File: config.mk
export PLATFORM = sky130hd
export DESIGN_NAME = sync_asym_fifo_lvl
export DESIGN_NICKNAME = d
export VERILOG_FILES = /design/src/rtl/sync_asym_fifo_lvl.sv
export SDC_FILE = /design/constraint.sdc
export NUM_CORES = 1
export LEC_CHECK = 0
export BUFFER_PORTS_ARGS = -buffer_cell sky130_fd_sc_hd__clkbuf_2
export CORE_AREA = 2 2 122 124
export CTS_CLUSTER_SIZE = 16
export DETAILED_ROUTE_END_ITERATION = 10
export DIE_AREA = 0 0 124 126
export SLEW_MARGIN = 10
export SYNTH_ARGS = -nofsm -noshare
export SYNTH_HDL_FRONTEND = slang
export SYNTH_SLANG_ARGS = --single-unit
File: constraint.sdc
create_clock -name clk -period 3 [get_ports clk]
set_input_delay 0.3 -clock clk [delete_from_list [all_inputs] [get_ports clk]]
set_output_delay 0.3 -clock clk [all_outputs]
set_load 0.005 [all_outputs]
File: src/rtl/sync_asym_fifo_lvl.sv
// sync_asym_fifo_lvl
//   Single-clock FIFO with independent write/read widths (either may be wider).
//   Storage is a register array of narrow (MIN_W) slots. The level is kept in
//   narrow words, and every flag is decoded from the registered level.
//
//   Build option: define SYNC_ASYM_FIFO_FWFT_EN for first-word-fall-through.
//   In that mode data_out shows the word at the read pointer combinationally,
//   and read_en acts as a pop acknowledge. With the macro undefined, data_out
//   is registered: it is valid one cycle after an accepted read and holds
//   until the next one.
//
//   Ports:
//     clk, rst      clock; asynchronous active-high reset
//     write_en      write request (refused while full)
//     data_in       W_DATA_W write word, earliest narrow word in the LSBs
//     full          fewer than W_RATIO free narrow slots
//     almost_full   level >= ALMOST_FULL_LVL
//     read_en       read request / pop (refused while empty)
//     data_out      R_DATA_W read word, oldest narrow word in the LSBs
//     empty         fewer than R_RATIO stored narrow slots
//     almost_empty  level <= ALMOST_EMPTY_LVL
//     level         occupancy in narrow words, 0..2**ADDR_W
module sync_asym_fifo_lvl #(
  parameter int W_DATA_W         = 32,
  parameter int R_DATA_W         = 8,
  parameter int ADDR_W           = 4,
  parameter int ALMOST_FULL_LVL  = 2**ADDR_W - 1,
  parameter int ALMOST_EMPTY_LVL = 1
) (
  input  logic                clk,
  input  logic                rst,
  input  logic                write_en,
  input  logic [W_DATA_W-1:0] data_in,
  output logic                full,
  output logic                almost_full,
  input  logic                read_en,
  output logic [R_DATA_W-1:0] data_out,
  output logic                empty,
  output logic                almost_empty,
  output logic [ADDR_W:0]     level
);

  localparam int MIN_W     = (W_DATA_W < R_DATA_W) ? W_DATA_W : R_DATA_W;
  localparam int W_RATIO   = W_DATA_W / MIN_W;
  localparam int R_RATIO   = R_DATA_W / MIN_W;
  localparam int MAX_RATIO = (W_RATIO > R_RATIO) ? W_RATIO : R_RATIO;
  localparam int DEPTH     = 2**ADDR_W;
  localparam int LW        = ADDR_W + 1;

  // Elaboration-time legality of the width/depth combination.
  if ((W_DATA_W % MIN_W) != 0 || (R_DATA_W % MIN_W) != 0) begin : g_bad_ratio
    $fatal(1, "sync_asym_fifo_lvl: W_DATA_W and R_DATA_W must be integer multiples of each other");
  end
  if (DEPTH < MAX_RATIO) begin : g_bad_depth
    $fatal(1, "sync_asym_fifo_lvl: depth 2**ADDR_W smaller than the width ratio");
  end

  logic [MIN_W-1:0]    mem_q [DEPTH];
  logic [ADDR_W-1:0]   wptr_q, wptr_d;
  logic [ADDR_W-1:0]   rptr_q, rptr_d;
  logic [LW-1:0]       level_q, level_d;
  logic                wr_int, rd_int;
  logic [R_DATA_W-1:0] rd_word;

  // Flags come from the pre-cycle level only. A simultaneous read and write
  // are therefore each judged on their own, and the level moves by the net.
  assign full         = level_q > LW'(DEPTH - W_RATIO);
  assign empty        = level_q < LW'(R_RATIO);
  assign almost_full  = int'(level_q) >= ALMOST_FULL_LVL;
  assign almost_empty = int'(level_q) <= ALMOST_EMPTY_LVL;
  assign level        = level_q;

  assign wr_int = write_en & ~full;
  assign rd_int = read_en & ~empty;

  always_comb begin
    wptr_d  = wptr_q;
    rptr_d  = rptr_q;
    level_d = level_q + (wr_int ? LW'(W_RATIO) : '0) - (rd_int ? LW'(R_RATIO) : '0);
    // Pointers wrap naturally at ADDR_W bits.
    if (wr_int) wptr_d = wptr_q + ADDR_W'(W_RATIO);
    if (rd_int) rptr_d = rptr_q + ADDR_W'(R_RATIO);
  end

  always_ff @(posedge clk or posedge rst) begin
    if (rst) begin
      wptr_q  <= '0;
      rptr_q  <= '0;
      level_q <= '0;
    end else begin
      wptr_q  <= wptr_d;
      rptr_q  <= rptr_d;
      level_q <= level_d;
    end
  end

  // Array is deliberately not reset; stale slots are unreachable because the
  // level gates every read.
  always_ff @(posedge clk) begin
    if (wr_int) begin
      for (int i = 0; i < W_RATIO; i++)
        mem_q[wptr_q + ADDR_W'(i)] <= data_in[i*MIN_W +: MIN_W];
    end
  end

  // Gather R_RATIO consecutive slots starting at the read pointer, with
  // wrap-around; the oldest slot lands in the LSBs.
  for (genvar j = 0; j < R_RATIO; j++) begin : g_rd
    logic [ADDR_W-1:0] ra;
    assign ra = rptr_q + ADDR_W'(j);
    assign rd_word[j*MIN_W +: MIN_W] = mem_q[ra];
  end

`ifdef SYNC_ASYM_FIFO_FWFT_EN
  // Head word is always presented; read_en only pops it.
  assign data_out = rd_word;
`else
  logic [R_DATA_W-1:0] data_out_q;

  always_ff @(posedge clk or posedge rst) begin
    if (rst)         data_out_q <= '0;
    else if (rd_int) data_out_q <= rd_word;
  end

  assign data_out = data_out_q;
`endif

endmodule
==> out/summary.md <==
The flow ran to the end, but the final reports show violations. The final reports fail on hold timing. The count of antenna diodes in the layout was 0; the net switching share of the total power was 0.295. From bottom edge to top edge, the die measures 126 microns.

The longest clock path from root to sink contains 2 buffers. For this run, the number of Yosys warnings is 0. Buffers placed on the I/O ports in this run total 52.

The congestion estimate from routability-driven global placement came to 0.727. TritonCTS built the clock tree. edfxtp_1 takes more of the synthesized area than any other cell. The top cell type's share of synthesized area was 0.654; the row count was 44. Setup repair after global routing left no endpoint under its margin. The analysis attributes to cell leakage a power of 2.55 nW. The logs give 3,063 for the number of global-route vias before repair and 0.267 for the clock share of power. The tools report the headroom to the max-slew limit as 0.495. The final hold violation count was 8; the first-iteration detailed-routing DRC count was 152. Fraction of power consumed by sequential logic: 0.438.

The tools report the insertion delay to the later sink of the worst-skew pair as 410 ps. Hold repair after CTS inserted 0 buffers. Summed over all layers, the routed wires come to 10,300 microns. In this run the critical register-to-register path is launched from level[1]. After routing, the total negative slack on setup checks comes to 0 ps. The tools report the count of cell types in the netlist as 36. The highest clock rate is 0.393 GHz. The worst hold-check path type is input port to asynchronous set/reset pin. The run gives 287 as the synthesized instance count. The logs give 0 for the number of pins exceeding their max-slew limit in the final report and 0.735 for the sequential cell area fraction in the yosys report. Leaving out fill and tap cells, the most frequent cells in the layout are 128 x edfxtp_1, 52 x clkbuf_2, 25 x mux4_2. The floorplan step defined a die boundary enclosing 15,600 sq um. The worst setup path is captured at a flop. After synthesis the cells add up to 5880 sq um.

In this run the worst setup path terminates at level[4]. The minimum clock period after layout came out at 2550 ps. The area occupied by multi-input gates is 1410 sq um. For this run, the post-layout net count is 405. For the CTS H-tree depth, the log shows 4.

The tools report the launch point of the worst path as level[1]. After the flow finishes, the layout carries non-filler instances totaling 552. A synthesized cell averages 20.5 sq um. Measured along the x axis, the die boundary spans 124 microns. On the critical path, the stage with the largest delay is an instance of dfrtp_1.

The tools report the post-detailed-placement half-perimeter wirelength as 6460 microns. The first detailed-routing pass took 4 iterations. Internal power comes to 4.64 mW.

The worst setup path is launched from a flop. The number of antenna violations at the first check in global routing came out at 0. The number of vias per cell works out to 5.17. In this run the post-CTS setup repair buffer count came out at 0.

Ratio of final minimum period to clock period: 0.849. The run gives 4320 sq um as the total area of sequential cells. The effective utilization at floorplan is 0.411, and the number of nets in the synthesized netlist is 337. The clock drives 147 sinks. The final-report setup violation count came out at 0. Fill cells in the final layout number 1,228.

In this run the power spent charging and discharging nets is 1.94 mW. Dividing total power by cell area gives a power density of 959 nW/um^2. The hold slack is -5.55 ps, and the number of register bits inferred by synthesis is 147. The maximum single-stage delay on the critical path came out at 450 ps.

The worst register-to-register path ends at level[4]. The logs give 53 for the number of placed I/O pins and 33 for the maximum number of pins on one net before global-route repair. At the pin with the least slew margin, the transition time is 757 ps. After synthesis, the cell types taking the most area are edfxtp_1 65%, mux4_2 9.6%, dfrtp_1 8.1%, mux4_1 3.1%, ha_1 2.8%.

The clock input transition at the sequential cells of the worst setup and hold paths was 60 ps. The aggregate global routing overflow is 0, and the endpoint arrival time on the critical path is 2880 ps. The critical path is of the flop to flop type.

The logs give 450 ps for the worst-case register-to-register setup slack and 0.149 for the total routing usage reported by global routing. Dividing the detail-routed wire length by the instance count gives 18.7 microns. Counting cells, the worst reg-to-reg path comes to 10. Post-CTS repair changed the size of 0 cells.

The worst-case IR drop observed on VDD is 0.402 mV. The data required time at the worst endpoint was 3340 ps. For this run, design rule violations remaining after detail routing come to 0. The layout cell share with drive strength beyond 1 was 0.310. In this run, CTS created clock tree buffers numbering 17. The proportion of power drawn by combinational gates was 0.295.

Summing over every cut layer, the via total after detailed routing is 2,854. The run gives 5.94 ps as the post-route clock skew. The cell type with the highest occurrence count on the critical path was ha_1. The design draws 6.58 mW. The tree is rooted in a clkbuf_16. The detail route stage leaves a number of antenna-violating nets equal to 0. The region available for standard cell placement spans 14,300 sq um. The instance count after placement with tap cells included was 520. The largest fanout on the critical path came out at 7. Walking the worst path, the cells encountered are or3b_1, a31oi_4, and2_2, inv_2, ha_1, inv_1, ha_1, a21o_1, a21oi_1, xor2_1. Relative to the synthesized area, the layout overhead comes to 16.7%. The first global-routing pass estimated 16,600 microns of wire. Number of maximum-capacitance violations: 0. Most common cell after layout, fill and taps aside: edfxtp_1.
==> cell families (layout without fill, tap and decap cells) <==
logic type / Yosys count / in the layout / share of synthesized area
flip-flops: 147 / 147 / 0.735
multiplexers: 41 / 41 / 0.143
AO/OA/AOI/OAI: 31 / 31 / 0.0409
buffers and inverters: 31 / 112 / 0.0264
AND/OR/NAND/NOR: 17 / 17 / 0.0155
adder cells (fa/ha/maj): 14 / 14 / 0.0311
XOR/XNOR: 6 / 6 / 0.00894
==> worst max-delay path: cells and delay by family (launching register included) <==
kind	cells	cell delay, ps
adders and majority gates	2	570
AOI/OAI and AO/OA	3	580
and+or+nand+nor	2	640
DFF	1	450
xor gates and xnor gates	1	150
buffers and inverters	2	90
==> power by group through the flow <==
stage	Combinational, mW	Sequential (mW)	Clock (mW)
2_1_floorplan	1.49	2.82	0
3_3_place_gp	1.97	2.91	0
3_5_place_dp	2.00	2.93	0
4_1_cts	2.01	2.89	1.79
5_1_grt	2.17	2.93	1.88
6_report	1.94	2.88	1.76
==> how the worst min path moves through the flow <==
stage / start / slack (ps) / cells after the start / end
finish: rst / -6 / 2 / level[3]
detailed placement: rst / 460 / 2 / wptr_q[2]
floorplan: rst / 250 / 1 / data_out[0]
CTS: rst / 20 / 2 / wptr_q[2]
global route: rst / 80 / 2 / level[3]
global placement: rst / 450 / 2 / wptr_q[2]
==> registers in the layout (all words and copies together) (netlist names) <==
signal,flops
mem_q,128
data_out,8
level,5
rptr_q,4
wptr_q,2
==> area by class of cell <==
cell class,count,share of cell area
clock inverters,10,0.00620
clock buffers,22,0.0647
inverters,17,0.00930
well taps,184,0.0336
flip-flops and latches,147,0.630
repair buffers,63,0.0518
multi-input cells,109,0.205
==> per-stage QoR <==
step	util	area (sq um)	worst slack, ps
2_1_floorplan	-	5880	605
3_3_place_gp	0.445	6370	493
3_5_place_dp	0.445	6370	465
4_1_cts	0.479	6860	443
5_1_grt	0.479	6860	307
6_report	0.479	6860	453
==> synthesized netlist by cell type <==
cell	n
ha_1	13
o31ai_1	1
a21bo_1	1
or2_2	1
a21o_1	9
xor2_1	2
nor2_1	2
and3_1	4
o22ai_1	8
a211oi_1	8
buf_1	1
o2111ai_1	1
a31oi_4	1
and2_2	1
or3b_1	1
a41o_1	1
mux2i_1	8
xnor2_1	4
fa_1	1
buf_6	1
mux4_2	25
inv_2	2
inv_1	15
nand2_1	5
mux2_1	1
and2_1	1
mux4_1	7
buf_4	1
a21oi_1	1
nand3_1	1
edfxtp_1	128
nand2b_1	1
buf_2	9
dfrtp_1	19
clkbuf_1	1
buf_12	1
==> layer usage <==
metal,track usage,share of wire,vias to the layer above
li1,-,-,1299
met1,0.186,0.44,1477
met5,0,0,-
met2,0.237,0.49,64
met4,0.0734,0.020,0
met3,0.0426,0.047,14
No activity file was read; power rests on OpenSTA's default activity.
